## config.mk

```make
export PLATFORM = sky130hd
export DESIGN_NAME = mips_multicycle_ctrl
export DESIGN_NICKNAME = d
export VERILOG_FILES = /design/src/rtl/mips_ctrl_pkg.sv /design/src/rtl/mips_multicycle_ctrl_alu_decoder.sv /design/src/rtl/mips_multicycle_ctrl.sv
export SDC_FILE = /design/constraint.sdc
export NUM_CORES = 1
export LEC_CHECK = 0
export BUFFER_PORTS_ARGS = -buffer_cell sky130_fd_sc_hd__buf_4
export CORE_MARGIN = 5
export CORE_UTILIZATION = 51
export CTS_CLUSTER_SIZE = 24
export DETAILED_ROUTE_END_ITERATION = 16
export PLACE_DENSITY_LB_ADDON = 0.2
export REMOVE_ABC_BUFFERS = 1
export SYNTH_ARGS = -nofsm -noshare
export SYNTH_HDL_FRONTEND = slang
export SYNTH_SLANG_ARGS = --single-unit
```

## constraint.sdc

```tcl
create_clock -name i_clk -period 2.07 [get_ports i_clk]
set_input_delay 0.3105 -clock i_clk [delete_from_list [all_inputs] [get_ports i_clk]]
set_output_delay 0.3105 -clock i_clk [all_outputs]
set_load 0.01 [all_outputs]
```

## src/rtl/mips_ctrl_pkg.sv

```systemverilog
// Shared encodings for the multi-cycle MIPS controller: states, opcodes,
// funct codes, ALU operations and datapath mux selects.
package mips_ctrl_pkg;

    typedef enum logic [3:0] {
        S_FETCH  = 4'd0,
        S_DECODE = 4'd1,
        S_MEMADR = 4'd2,
        S_MEMRD  = 4'd3,
        S_MEMWB  = 4'd4,
        S_MEMWR  = 4'd5,
        S_RTEXEC = 4'd6,
        S_RTWB   = 4'd7,
        S_IEXEC  = 4'd8,
        S_IWB    = 4'd9,
        S_BRANCH = 4'd10,
        S_JUMP   = 4'd11
    } state_t;

    localparam logic [5:0] OP_RTYPE = 6'b000000;
    localparam logic [5:0] OP_J     = 6'b000010;
    localparam logic [5:0] OP_BEQ   = 6'b000100;
    localparam logic [5:0] OP_BNE   = 6'b000101;
    localparam logic [5:0] OP_ADDI  = 6'b001000;
    localparam logic [5:0] OP_ANDI  = 6'b001100;
    localparam logic [5:0] OP_ORI   = 6'b001101;
    localparam logic [5:0] OP_LW    = 6'b100011;
    localparam logic [5:0] OP_SW    = 6'b101011;

    localparam logic [5:0] FN_ADD = 6'b100000;
    localparam logic [5:0] FN_SUB = 6'b100010;
    localparam logic [5:0] FN_AND = 6'b100100;
    localparam logic [5:0] FN_OR  = 6'b100101;
    localparam logic [5:0] FN_SLT = 6'b101010;

    localparam logic [2:0] ALU_AND = 3'b000;
    localparam logic [2:0] ALU_OR  = 3'b001;
    localparam logic [2:0] ALU_ADD = 3'b010;
    localparam logic [2:0] ALU_SUB = 3'b110;
    localparam logic [2:0] ALU_SLT = 3'b111;

    localparam logic [1:0] SRCB_B      = 2'b00;
    localparam logic [1:0] SRCB_FOUR   = 2'b01;
    localparam logic [1:0] SRCB_IMM    = 2'b10;
    localparam logic [1:0] SRCB_IMM_SH = 2'b11;

    localparam logic [1:0] PCSRC_ALU    = 2'b00;
    localparam logic [1:0] PCSRC_ALUOUT = 2'b01;
    localparam logic [1:0] PCSRC_JUMP   = 2'b10;

endpackage

```

## src/rtl/mips_multicycle_ctrl_alu_decoder.sv

```systemverilog
// R-type funct decoder: maps the latched funct field to an ALU operation and
// flags funct codes the datapath does not implement.
module mips_alu_decoder
    import mips_ctrl_pkg::*;
(
    input  logic [5:0] i_funct,
    output logic [2:0] o_alu_control,
    output logic       o_illegal_funct
);

    always_comb begin
        o_alu_control   = ALU_ADD;
        o_illegal_funct = 1'b0;
        case (i_funct)
            FN_ADD:  o_alu_control = ALU_ADD;
            FN_SUB:  o_alu_control = ALU_SUB;
            FN_AND:  o_alu_control = ALU_AND;
            FN_OR:   o_alu_control = ALU_OR;
            FN_SLT:  o_alu_control = ALU_SLT;
            default: o_illegal_funct = 1'b1;
        endcase
    end

endmodule

```

## src/rtl/mips_multicycle_ctrl.sv

```systemverilog
// Moore main controller for the multi-cycle MIPS datapath: one micro-step per
// clock, enables decoded from the state register and the latched opcode/funct.
module mips_multicycle_ctrl
    import mips_ctrl_pkg::*;
#(
    parameter bit RESET_PC_EN = 1'b0
) (
    input  logic       i_clk,
    input  logic       i_reset,
    input  logic [5:0] i_opcode,
    input  logic [5:0] i_funct,
    input  logic       i_zero,
    output logic       o_pc_en,
    output logic       o_iord,
    output logic       o_mem_write,
    output logic       o_ir_write,
    output logic       o_reg_dst,
    output logic       o_mem_to_reg,
    output logic       o_reg_write,
    output logic       o_alu_src_a,
    output logic [1:0] o_alu_src_b,
    output logic       o_ext_zero,
    output logic [2:0] o_alu_control,
    output logic [1:0] o_pc_src,
    output logic       o_illegal,
    output logic [3:0] o_state_dbg
);

    state_t     r_state;
    state_t     w_next_state;
    logic [5:0] r_op_q;
    logic [5:0] r_fn_q;
    logic [2:0] w_rt_alu;
    logic       w_rt_illegal;
    logic       w_pc_write;
    logic       w_branch;
    logic       w_taken;

    mips_alu_decoder u_alu_decoder (
        .i_funct         (r_fn_q),
        .o_alu_control   (w_rt_alu),
        .o_illegal_funct (w_rt_illegal)
    );

    always_ff @(posedge i_clk or posedge i_reset) begin
        if (i_reset) begin
            r_state <= S_FETCH;
            r_op_q  <= 6'd0;
            r_fn_q  <= 6'd0;
        end else begin
            r_state <= w_next_state;
            if (r_state == S_DECODE) begin
                r_op_q <= i_opcode;
                r_fn_q <= i_funct;
            end
        end
    end

    always_comb begin
        w_next_state = S_FETCH;
        case (r_state)
            S_FETCH:  w_next_state = S_DECODE;
            S_DECODE: begin
                case (i_opcode)
                    OP_LW, OP_SW:             w_next_state = S_MEMADR;
                    OP_RTYPE:                 w_next_state = S_RTEXEC;
                    OP_BEQ, OP_BNE:           w_next_state = S_BRANCH;
                    OP_ADDI, OP_ANDI, OP_ORI: w_next_state = S_IEXEC;
                    OP_J:                     w_next_state = S_JUMP;
                    default:                  w_next_state = S_FETCH;
                endcase
            end
            S_MEMADR: w_next_state = (r_op_q == OP_LW) ? S_MEMRD : S_MEMWR;
            S_MEMRD:  w_next_state = S_MEMWB;
            S_RTEXEC: w_next_state = S_RTWB;
            S_IEXEC:  w_next_state = S_IWB;
            default:  w_next_state = S_FETCH;
        endcase
    end

    // Only pc_en (BRANCH) and illegal (DECODE/RTEXEC) look at inputs.
    assign w_taken = i_zero ^ (r_op_q == OP_BNE);

    always_comb begin
        w_pc_write    = 1'b0;
        w_branch      = 1'b0;
        o_iord        = 1'b0;
        o_mem_write   = 1'b0;
        o_ir_write    = 1'b0;
        o_reg_dst     = 1'b0;
        o_mem_to_reg  = 1'b0;
        o_reg_write   = 1'b0;
        o_alu_src_a   = 1'b0;
        o_alu_src_b   = SRCB_B;
        o_ext_zero    = 1'b0;
        o_alu_control = ALU_ADD;
        o_pc_src      = PCSRC_ALU;
        o_illegal     = 1'b0;
        case (r_state)
            S_FETCH: begin
                o_ir_write  = 1'b1;
                o_alu_src_b = SRCB_FOUR;
                w_pc_write  = 1'b1;
            end
            S_DECODE: begin
                o_alu_src_b = SRCB_IMM_SH;
                case (i_opcode)
                    OP_LW, OP_SW, OP_RTYPE, OP_BEQ, OP_BNE,
                    OP_ADDI, OP_ANDI, OP_ORI, OP_J: o_illegal = 1'b0;
                    default:                        o_illegal = 1'b1;
                endcase
            end
            S_MEMADR: begin
                o_alu_src_a = 1'b1;
                o_alu_src_b = SRCB_IMM;
            end
            S_MEMRD: o_iord = 1'b1;
            S_MEMWB: begin
                o_mem_to_reg = 1'b1;
                o_reg_write  = 1'b1;
            end
            S_MEMWR: begin
                o_iord      = 1'b1;
                o_mem_write = 1'b1;
            end
            S_RTEXEC: begin
                o_alu_src_a   = 1'b1;
                o_alu_control = w_rt_alu;
                o_illegal     = w_rt_illegal;
            end
            S_RTWB: begin
                o_reg_dst   = 1'b1;
                o_reg_write = 1'b1;
            end
            S_IEXEC, S_IWB: begin
                if (r_state == S_IEXEC) begin
                    o_alu_src_a = 1'b1;
                    o_alu_src_b = SRCB_IMM;
                end else begin
                    o_reg_write = 1'b1;
                end
                case (r_op_q)
                    OP_ANDI: begin
                        o_alu_control = ALU_AND;
                        o_ext_zero    = 1'b1;
                    end
                    OP_ORI: begin
                        o_alu_control = ALU_OR;
                        o_ext_zero    = 1'b1;
                    end
                    default: o_alu_control = ALU_ADD;
                endcase
            end
            S_BRANCH: begin
                o_alu_src_a   = 1'b1;
                o_alu_control = ALU_SUB;
                o_pc_src      = PCSRC_ALUOUT;
                w_branch      = 1'b1;
            end
            S_JUMP: begin
                o_pc_src   = PCSRC_JUMP;
                w_pc_write = 1'b1;
            end
            default: ;
        endcase

        o_pc_en = w_pc_write | (w_branch & w_taken);

        // Reset masks every enable immediately, before the state register settles.
        if (i_reset) begin
            o_pc_en       = RESET_PC_EN;
            o_iord        = 1'b0;
            o_mem_write   = 1'b0;
            o_ir_write    = 1'b0;
            o_reg_dst     = 1'b0;
            o_mem_to_reg  = 1'b0;
            o_reg_write   = 1'b0;
            o_alu_src_a   = 1'b0;
            o_alu_src_b   = SRCB_FOUR;
            o_ext_zero    = 1'b0;
            o_alu_control = ALU_ADD;
            o_pc_src      = PCSRC_ALU;
            o_illegal     = 1'b0;
        end
    end

    assign o_state_dbg = r_state;

endmodule
```

======== After elaboration in Yosys (flattened, before gate mapping) ========
Cells that the tools add are included.
storage, ports and cells
  register bits ........................... 16
  output and inout bits ................... 21
  logic and storage cells ................. 85
operators by class
  equal/unequal tests ..................... 28
  muxes and demuxes ....................... 38
  bitwise logic cells ..................... 3
  reductions and logical operators ........ 13
operators with widths
  kind                                                 number
  equality test 6 bit, second input constant           8
  equality test 6 x 4 -> 1 bit, second input constant  5
  case mux 4 bit (6 select lines)                      1
  2-to-1 mux 1 bit                                     23
  case mux 4 bit (5 select lines)                      1
  equality test 6 x 3 -> 1 bit, second input constant  3
  equality test 4 x 3 -> 1 bit, second input constant  4
  equality test 4 bit, second input constant           4
  OR reduction 2 bit                                   7
  case mux 3 bit (4 select lines)                      1
  case mux 3 bit (3 select lines)                      1
  OR reduction 9 bit                                   1
  equality test 4 x 2 -> 1 bit, second input constant  2
  case mux 2 bit (2 select lines)                      2
  case mux 2 bit (4 select lines)                      1
  equality test 6 x 2 -> 1 bit, second input constant  1
  zero test 6 bit                                      1
  2-to-1 mux 2 bit                                     3
  2-to-1 mux 3 bit                                     2
  case mux 1 bit (2 select lines)                      3
  OR reduction 3 bit                                   2
  OR reduction 5 bit                                   1
  equality test 4 x 1 -> 1 bit, second input constant  1
  zero test 4 bit                                      1
  other kinds (3)                                      3

======== Logic depth before layout (Yosys ltp) ========
Gate-level depths: netlist of run 1.
  word-level depth ........................ 5
  mapped depth ............................ 6
  depth with buffers taken out ............ 4

======== Cells and area by module ========
From an unflattened synthesis of run 1, not the netlist that was laid out.
second synthesis, totals
  cells, all modules ...................... 131
  area, all modules ....................... 1198.6 µm²
modules (own cells, without submodules)
  module                times used  cells an instance  area an instance (µm²)  sequential area each (µm²)
  mips_multicycle_ctrl  1           121                1114.8                  400.4
  mips_alu_decoder      1           10                 83.8                    0.0

======== Least setup slack after synthesis of run 1 ========
OpenSTA, ideal clock, no wires.
  path type ............................... register to output
  start ................................... reg r_state[1] (netlist: o_state_dbg[1])
  end ..................................... out o_alu_src_b[1]
  data arrival time ....................... 1.484 ns
  path slack .............................. 0.276 ns
  stages on the path, launching flop included .. 4
  cell sequence ........................... dfrtp_1 > buf_6 > or2_1 > a2111oi_0
on the way
  word-level cells in the longest chain between the ends .. 4
RTL lines
  element                                                        line                                                     source
  start, declared                                                mips_multicycle_ctrl.sv:29                               state_t r_state;
  start signal, assigned                                         mips_multicycle_ctrl.sv:51                               r_state <= w_next_state;
  equality test 4 bit, on equally long branches                  mips_multicycle_ctrl.sv:99, mips_multicycle_ctrl.sv:136
  2-to-1 mux 2 bit / OR reduction 2 bit (equally long branches)  mips_multicycle_ctrl.sv:136, mips_multicycle_ctrl.sv:99
  case mux 2 bit (4 select lines) (*)                            mips_multicycle_ctrl.sv:99                               case (r_state)
  2-to-1 mux 2 bit (*)                                           mips_multicycle_ctrl.sv:170                              if (i_reset) begin
  end, declared                                                  mips_multicycle_ctrl.sv:21                               output logic [1:0] o_alu_src_b,
Every way passes the cells marked *; elsewhere a longest branch is shown, timed or not.

======== Worst setup path in the final report of run 1 ========
  start ................................... reg r_op_q[1]
  end ..................................... out o_pc_en
on the way
  word-level cells in the longest chain between the ends .. 5
RTL lines
  element                       line                         source
  start, declared               mips_multicycle_ctrl.sv:31   logic [5:0] r_op_q;
  start signal, assigned        mips_multicycle_ctrl.sv:53   r_op_q <= i_opcode;
  equality test 6 x 3 -> 1 bit  mips_multicycle_ctrl.sv:82   assign w_taken = i_zero ^ (r_op_q == OP_BNE);
  bitwise XOR 1 bit             mips_multicycle_ctrl.sv:82
  bitwise AND 1 bit             mips_multicycle_ctrl.sv:167  o_pc_en = w_pc_write | (w_branch & w_taken);
  bitwise OR 1 bit              mips_multicycle_ctrl.sv:167
  2-to-1 mux 1 bit              mips_multicycle_ctrl.sv:170
  end, declared                 mips_multicycle_ctrl.sv:13   output logic o_pc_en,
Every way passes these cells.

==> results.toml, run 1 <==
[run_status]
status = "completed"

[finish]
fin_nets = 186
layout_commonest_cell = "buf_4"
seq_area_um2 = 407
fillerInstances = 169
area_delta_synth_final_pct = 34.4
mostFrequentLayoutCells = "buf_4, dfrtp_1, mux2_2, nor2_1, nor3_1"
multi_input_area_um2 = 776
drive_above_1_share = 0.441
antenna_cells = 0

[clock_tree]
clkLatencyLatePin_ns = 0.28
cts-root-buf = "clkbuf_4"
cts_tree = "done"
clk_path_buf_depth = 2
cts.sinks = 16
clk_pin_slew_worst_paths_ns = 0.10
ctsHtreeMaxLevel = 1
cts_buffers = 3

[logic_synthesis]
yosysTopAreaCellShare = 0.334
syn_area_um2 = 1200
ys_warn_count = 0
syn_inst = 129
ys_ff_latch = 16
ys_seq_area_frac = 0.334
syn_area_per_cell_um2 = 9.30
synth-edff-count = 0
async_flop_share = 1.00
ys_top_cells_by_area = "dfrtp_1, mux2_2, nor3_1"
ys.flop_type = "dfrtp_1"
synth_top_cell_by_area = "dfrtp_1"
synth_cell_types = 47

[power_and_ir_drop]
pwr-share-seq = 0.371
pwr-share-clk = 0.124
leakagePower_uw = 0.000696
switching_share = 0.388
power_uw = 1670
internal_power_uw = 1020
max-vdd-ir-drop_mv = 0.800
combPwrFrac = 0.505
power_switching_uw = 650
power.density_nw_per_um2 = 1040

[grt]
grt_pass1_vias = 1114
grt_max_degree = 20
grt_pass1_wl_um = 5110
antenna_found_initial = 0
track_usage = 0.186
overflow = 0

[timing]
rsz0062_at_grt = "yes"
fin_skew_ns = 0.00470
worst_pin_slew_ns = 0.422
fmax_mhz = 490
finalWorstSetupSlack_ns = 0.0291
fin_crit_ns = 2.04
maxSlewHeadroom = 0.715
tns_ns = 0
min_period_over_period = 0.986
hold_viol_final = 0
finalSetupViolCount = 0
slew_violations = 0

[worst_setup_path]
critical-path-top-delay-family = "simple AND/OR/NAND/NOR gates"
slowest_delay_ns = 0.43
end_kind = "output pin"
crit_path_start = "r_op_q[1]$_DFFE_PP0P_"
worstPathMaxFanout = 3
cp.arrival_ns = 1.73
worst_setup_path_start_kind = "flop"
crit_required_ns = 1.76
path_cells = "nor4b_4, nand2_1, xnor2_1, o31a_1, buf_4"
slowest_stage = "dfrtp_1"
worstSetupPathType = "flop to output pin"
regToRegStartpoint = "o_state_dbg[3]$_DFF_PP0_"
crit_buf_inv = 1

[route]
drt_wl_total_um = 3260
drt_iter0_drc = 31
met2_length_um = 1570
wl_met3_um = 220
drc = 0
wl_per_cell_um = 16.4
dr.max_layer_used = "met4"
first_pass_iters = 4
antenna_left = 0
num_vias = 1226
drt-vias-per-instance = 6.19
drt-met1-wl_um = 1380

[job]
maxCapViolCount = 0

[place]
portBuffers = 35
gp_congestion = 0.860
place_hpwl_um = 2330
post-place-ws_ns = 0.183

[die]
die_area_um2 = 3420
fp.coreArea_um2 = 2230
die_w_um = 58.5
top_level_ports = 36
num_rows = 17
die_h_um = 58.5
start_util = 0.537

[min_path]
hp-class = "primary input to async pin"
-- per-layer routing --
metal  vias to the layer above  global-route usage
met4                         0              0.0662
met5                         -                   0
met1                       592               0.247
li1                        573                   -
met2                        51               0.305
met3                        10              0.0285
-- metrics by stage --
| step | hold slack (ns) | utilization | std cells | instance area [um^2] |
|---|---|---|---|---|
| global placement | 0.334 | 0.662 | 188 | 1480 |
| global route | 0.0340 | 0.722 | 198 | 1610 |
| detailed placement | 0.335 | 0.662 | 188 | 1480 |
| floorplan | 0.251 | - | 119 | 1130 |
| finish | 0.0357 | 0.722 | 198 | 1610 |
| CTS | 0.0277 | 0.683 | 192 | 1530 |
-- timing repair --
item | in CTS | in global routing
gates cloned | 0 | 0
pin swaps | 0 | 3
gates resized for setup | 5 | 10
setup endpoints to repair | 6 | 8
buffers inserted | 0 | 6
hold buffers | 0 | 0
-- final cells by class --
class | instances | share of cell area
Timing Repair Buffer | 47 | 0.218
Inverter | 2 | 0.00465
Tap cell | 28 | 0.0217
Clock buffer | 4 | 0.0225
Sequential cell | 16 | 0.252
Multi-Input combinational cell | 101 | 0.481
-- cells in the mapped netlist (3+ instances only) --
master    number
nor2_1        11
buf_2          3
clkbuf_1       3
nor2b_1        6
o21ai_0        3
mux2_1         3
mux2_2        11
nor4b_1        4
nor3_1        10
dfrtp_1       16
nand2_1        7
a21oi_1        4
o21a_1         3
buf_6          3
nand2b_1       3
-- registers in the layout, indices dropped and copies added (netlist names) --
signal       count
r_fn_q           6
r_op_q           6
o_state_dbg      4
-- cells by family after synthesis --
logic type	Yosys count	synth area share
compound gates	29	0.177
buf+inv	12	0.0605
xor+xnor	3	0.0219
mux	14	0.131
simple gates	55	0.275
flops	16	0.334
-- power groups by stage --
stage	sequential, uW	combinational, uW	clock [uW]
after detailed placement	605	780	0
after global placement	595	767	0
after floorplan	598	486	0
final	622	845	207
after CTS	607	790	211
after global routing	643	919	230
-- path summary, 6_finish.rpt --
path | endpoint | slack [ns] | cells past startpoint
setup / recovery | o_pc_en | 0.03 | 5
hold / removal | o_state_dbg[1]$_DFF_PP0_ | 0.04 | 2
setup reg to reg | r_op_q[4]$_DFFE_PP0P_ | 0.40 | 4
hold reg to reg | r_fn_q[5]$_DFFE_PP0P_ | 0.51 | 1
max in group asynchronous | o_state_dbg[3]$_DFF_PP0_ | 1.55 | 3
min in group i_clk | r_fn_q[1]$_DFFE_PP0P_ | 0.24 | 2
Power figures use the tool's default switching activity.
==> inputs of run 2 (changes only) <==
- clock period: 2.07 -> 2.1 ns (I/O delays scaled with it)
==> run 2 against run 1 <==
Net effect:
- sequential share of layout area increased by 0.60 points
- clock skew down 0.0029 ns
- clock power is 3% lower
- worst setup slack gained 0.033 ns
- routed wire length fell by 6.3%
- die area unchanged
- power is 3.1% lower
- largest cell class unchanged
- largest power group unchanged
==> results.toml, run 2 (same netlist as run 1, synthesis figures left out) <==
[timing]
min_period_over_period = 0.970
fin_crit_ns = 2.04
hold_viol_final = 0
maxSlewHeadroom = 0.722
finalWorstSetupSlack_ns = 0.0624
fin_skew_ns = 0.00183
rsz0062_at_grt = "yes"
fmax_mhz = 491
slew_violations = 0
finalSetupViolCount = 0
worst_pin_slew_ns = 0.411

[route]
num_vias = 1144
drt-vias-per-instance = 5.90
drt_iter0_drc = 49
wl_per_cell_um = 15.7
first_pass_iters = 4
drc = 0
antenna_left = 0
drt_wl_total_um = 3050

[worst_setup_path]
path_cells = "nor4b_4, nand2_1, xnor2_1, o31a_1, buf_4"
slowest_stage = "dfrtp_1"
cp.arrival_ns = 1.72
crit_required_ns = 1.78
worst_setup_path_start_kind = "flop"
end_kind = "output pin"
worstSetupPathType = "flop to output pin"
slowest_delay_ns = 0.43
worstPathMaxFanout = 3

[power_and_ir_drop]
max-vdd-ir-drop_mv = 0.749
power.density_nw_per_um2 = 1030
leakagePower_uw = 0.000674
power_uw = 1620

[grt]
grt_max_degree = 20
grt_pass1_vias = 1067
track_usage = 0.179
antenna_found_initial = 0
overflow = 0
grt_pass1_wl_um = 4860

[finish]
multi_input_area_um2 = 766
fin_nets = 182
design_area_um2 = 1580
mostFrequentLayoutCells = "buf_4, dfrtp_1, mux2_2, nor2_1, nor3_1"
drive_above_1_share = 0.416
seq_area_um2 = 407
area_delta_synth_final_pct = 31.3
fin_cells = 194
antenna_cells = 0
fillerInstances = 194
layout_commonest_cell = "buf_4"

[run_status]
status = "completed"

[place]
gp_congestion = 0.860
portBuffers = 35
place_inst = 188
post-place-ws_ns = 0.220
postPlaceCellArea_um2 = 1480
place_hpwl_um = 2310

[job]
maxCapViolCount = 0

[clock_tree]
clkLatencyLatePin_ns = 0.28
cts_buffers = 3
clk_pin_slew_worst_paths_ns = 0.09
cts.sinks = 16
clk_path_buf_depth = 2
ctsHtreeMaxLevel = 1
ctsHoldBuffers = 0
cts-root-buf = "clkbuf_4"
cts_tree = "done"

[die]
die_area_um2 = 3420
die_h_um = 58.5
start_util = 0.537
fp.coreArea_um2 = 2230
top_level_ports = 36
num_rows = 17
die_w_um = 58.5

[min_path]
hp-class = "primary input to async pin"
==> run 2: layer usage <==
metal,vias to the layer above,wire [um],track usage
met4,0,33,0.0497
met5,-,0,0
met3,4,219,0.0285
li1,562,-,-
met1,539,1360,0.227
met2,39,1440,0.313
==> run 2: cell type report <==
type	count	area share
multi-input combinational	101	0.486
sequential	16	0.258
timing repair buffer	43	0.206
clock buffer	4	0.0230
tap	28	0.0222
inverter	2	0.00477
==> run 2: per-stage QoR <==
stage / TNS [ns] / hold WS (ns) / util
finish: 0 / 0.0349 / 0.705
global route: -0.0295 / 0.0446 / 0.705
CTS: 0 / 0.0246 / 0.682
detailed placement: 0 / 0.337 / 0.662
global placement: 0 / 0.338 / 0.662
floorplan: 0 / 0.256 / -
==> run 2: worst max-delay path: cells and delay by family, from the launching register on <==
| family | cells | cell delay [ns] |
|---|---|---|
| AO/OA/AOI/OAI | 1 | 0.25 |
| XOR/XNOR | 1 | 0.15 |
| buffers and inverters | 1 | 0.14 |
| flip-flops | 1 | 0.43 |
| AND/OR/NAND/NOR | 2 | 0.47 |
==> run 2: worst paths after layout <==
check | cells after the start | to | slack [ns] | start
worst max-delay path | 5 | o_pc_en | 0.06 | r_op_q[1]$_DFFE_PP0P_
worst min-delay path | 2 | o_state_dbg[1]$_DFF_PP0_ | 0.03 | i_reset
worst max register to register | 4 | r_fn_q[0]$_DFFE_PP0P_ | 0.45 | o_state_dbg[3]$_DFF_PP0_
worst min register to register | 1 | r_fn_q[5]$_DFFE_PP0P_ | 0.51 | r_fn_q[5]$_DFFE_PP0P_
max in group asynchronous | 3 | o_state_dbg[3]$_DFF_PP0_ | 1.59 | i_reset
min in group i_clk | 2 | r_fn_q[2]$_DFFE_PP0P_ | 0.24 | i_funct[2]
==> run 2: timing repair <==
| action | 4_1_cts | 5_1_grt |
|---|---|---|
| gates resized for setup | 3 | 10 |
| setup buffers | 0 | 2 |
| endpoints found under the setup margin | 5 | 9 |
==> run 2: power breakdown <==
part,total [uW],leakage [uW],switching (uW),internal [uW]
Combinational,805,0.000465,360,445
Sequential,616,0.000188,169,447
Clock,201,0.0000210,95.4,105
Total,1620,0.000674,624,997
==> inputs of run 3 (changes only) <==
- ABC_AREA: default -> 1
- CORE_UTILIZATION: 51 -> 50
==> run 3 against run 2 <==
Net effect:
- via count increased by 14%
- final cell count increased by 25%
- first-iteration DRC count increased by 2.0%
- register-to-register slack improved by 0.27 ns
- utilization decreased by 1.8 points
- combinational power increased by 3.7%
==> results.toml, run 3 <==
[die]
start_util = 0.518
fp.coreArea_um2 = 2170
top_level_ports = 36
num_rows = 17
die_area_um2 = 3300
die_h_um = 57.4
die_w_um = 57.4

[power_and_ir_drop]
internal_power_uw = 859
switching_share = 0.462
power_switching_uw = 739
pwr-share-clk = 0.129
leakagePower_uw = 0.000767
combPwrFrac = 0.523
max-vdd-ir-drop_mv = 0.811
power.density_nw_per_um2 = 1070
power_uw = 1600
pwr-share-seq = 0.349

[finish]
layout_commonest_cell = "nand2_1"
antenna_cells = 0
mostFrequentLayoutCells = "nand2_1, buf_4, nor2_1, inv_1, dfrtp_1"
drive_above_1_share = 0.302
area_delta_synth_final_pct = 32.5
fin_nets = 231
design_area_um2 = 1490

[worst_setup_path]
worstPathMaxFanout = 5
crit_required_ns = 1.78
worst_setup_path_start_kind = "flop"
worstSetupPathType = "flop to output pin"
cp.arrival_ns = 1.68
end_kind = "output pin"

[run_status]
status = "completed"

[logic_synthesis]
async_flop_share = 1.00
synth_cell_types = 21
ys_seq_area_frac = 0.356
yosysTopAreaCellShare = 0.356
ys_warn_count = 0
synth_commonest_cells = "nand2_1, nor2_1, inv_1"
syn_area_per_cell_um2 = 6.46
ys_top_cells_by_area = "dfrtp_1, nand2_1, nor2_1"
yosysMostFrequentCell = "nand2_1"
synth-edff-count = 0
ys_ff_latch = 16
synth_top_cell_by_area = "dfrtp_1"
syn_area_um2 = 1120
syn_inst = 174
ys.flop_type = "dfrtp_1"

[route]
num_vias = 1300
drt_wl_total_um = 3150
drt-vias-per-instance = 5.35
drt_iter0_drc = 50
antenna_left = 0
drc = 0
wl_per_cell_um = 13.0
first_pass_iters = 4

[grt]
overflow = 0
antenna_found_initial = 0
track_usage = 0.203
grt_use_met1 = 0.269
met2_usage = 0.308
grt_pass1_wl_um = 5220
grt-busiest-layer = "met2"
met3_usage = 0.0452
grt_max_degree = 21
grt_pass1_vias = 1158

[timing]
min_period_over_period = 0.949
fin_crit_ns = 1.99
finalSetupViolCount = 0
maxSlewHeadroom = 0.837
hold_ws_ns = 0.177
hold_viol_final = 0
worst_pin_slew_ns = 0.245
slew_violations = 0
fmax_mhz = 502
tns_ns = 0
fin_skew_ns = 0.00341
rsz0062_at_grt = "no"

[place]
postPlaceCellArea_um2 = 1430
place_hpwl_um = 2530
gp_congestion = 0.881
portBuffers = 35

[clock_tree]
clk_path_buf_depth = 2
ctsHtreeMaxLevel = 1
cts.sinks = 16
cts_buffers = 3
cts-root-buf = "clkbuf_4"
clkLatencyLatePin_ns = 0.29
cts_tree = "done"
clk_pin_slew_worst_paths_ns = 0.10

[job]
maxCapViolCount = 0

[min_path]
hp-class = "primary input to async pin"
-- run 3: cell types whose count changed in the layout (fill, tap and decap cells not counted), moves of 6 or more --
cell | previous run | this run
inv_1 | 2 | 18
inv_2 | 0 | 6
nor3_1 | 10 | 2
mux2_2 | 11 | 0
nand3_1 | 0 | 7
nor2_1 | 11 | 25
nand2_1 | 7 | 48
-- run 3: final timing paths --
path	from	endpoint	slack [ns]	cells past startpoint
min in group i_clk	i_funct[0]	r_fn_q[0]$_DFFE_PP0P_	0.22	3
setup / recovery	o_state_dbg[2]$_DFF_PP0_	o_illegal	0.11	8
setup reg to reg	o_state_dbg[2]$_DFF_PP0_	o_state_dbg[2]$_DFF_PP0_	0.72	6
hold / removal	i_reset	r_fn_q[3]$_DFFE_PP0P_	0.18	3
max in group asynchronous	i_reset	o_state_dbg[1]$_DFF_PP0_	1.73	3
hold reg to reg	r_fn_q[4]$_DFFE_PP0P_	r_fn_q[4]$_DFFE_PP0P_	0.52	2
-- run 3: worst max-delay path, stage by stage (launching register included) --
cell and delay [ns]:
dfrtp_1 0.41, inv_1 0.11, nand2_2 0.13, nor2_4 0.19
nand3_1 0.09, nor2_1 0.09, nand2_1 0.08, a21oi_1 0.15
buf_4 0.14
-- run 3: per-stage QoR --
step	setup WS (ns)	utilization	std cells
2_1_floorplan	0.343	-	171
3_5_place_dp	0.403	0.659	237
4_1_cts	0.0601	0.676	241
6_report	0.107	0.687	243
5_1_grt	0.000722	0.687	243
3_3_place_gp	0.413	0.659	237
-- run 3: final cells by class --
cell class                 instances  area (um^2)
sequential                        16          402
clock buffer                       4         36.3
timing repair buffer              40          300
tap                               28         35.0
multi-input combinational        131          627
inverter                          24         90.1
fill                             180          679
-- run 3: power by group through the flow --
stage	Combinational, uW	Sequential [uW]	Clock [uW]
2_1_floorplan	523	542	0
3_3_place_gp	796	550	0
3_5_place_dp	810	558	0
4_1_cts	814	552	215
5_1_grt	934	574	236
6_report	835	557	206
-- run 3: timing repair --
| item | 4_1_cts | 5_1_grt |
|---|---|---|
| endpoints found under the setup margin | 0 | 3 |
| gates resized for setup | 0 | 3 |
| hold buffers | 0 | 0 |
| hold endpoints to repair | 0 | 0 |
| buffers inserted | 0 | 2 |
-- run 3: metal layers --
metal / vias to the layer above / part of all wire
met3: 7 / 0.082
met4: 0 / 0.023
met5: - / 0
met2: 56 / 0.45
li1: 648 / -
met1: 589 / 0.45
-- run 3: kinds of logic after synthesis --
| kind of cell | share of synthesized area |
|---|---|
| simple gates | 0.412 |
| compound gates | 0.139 |
| buf+inv | 0.0934 |
| flops | 0.356 |
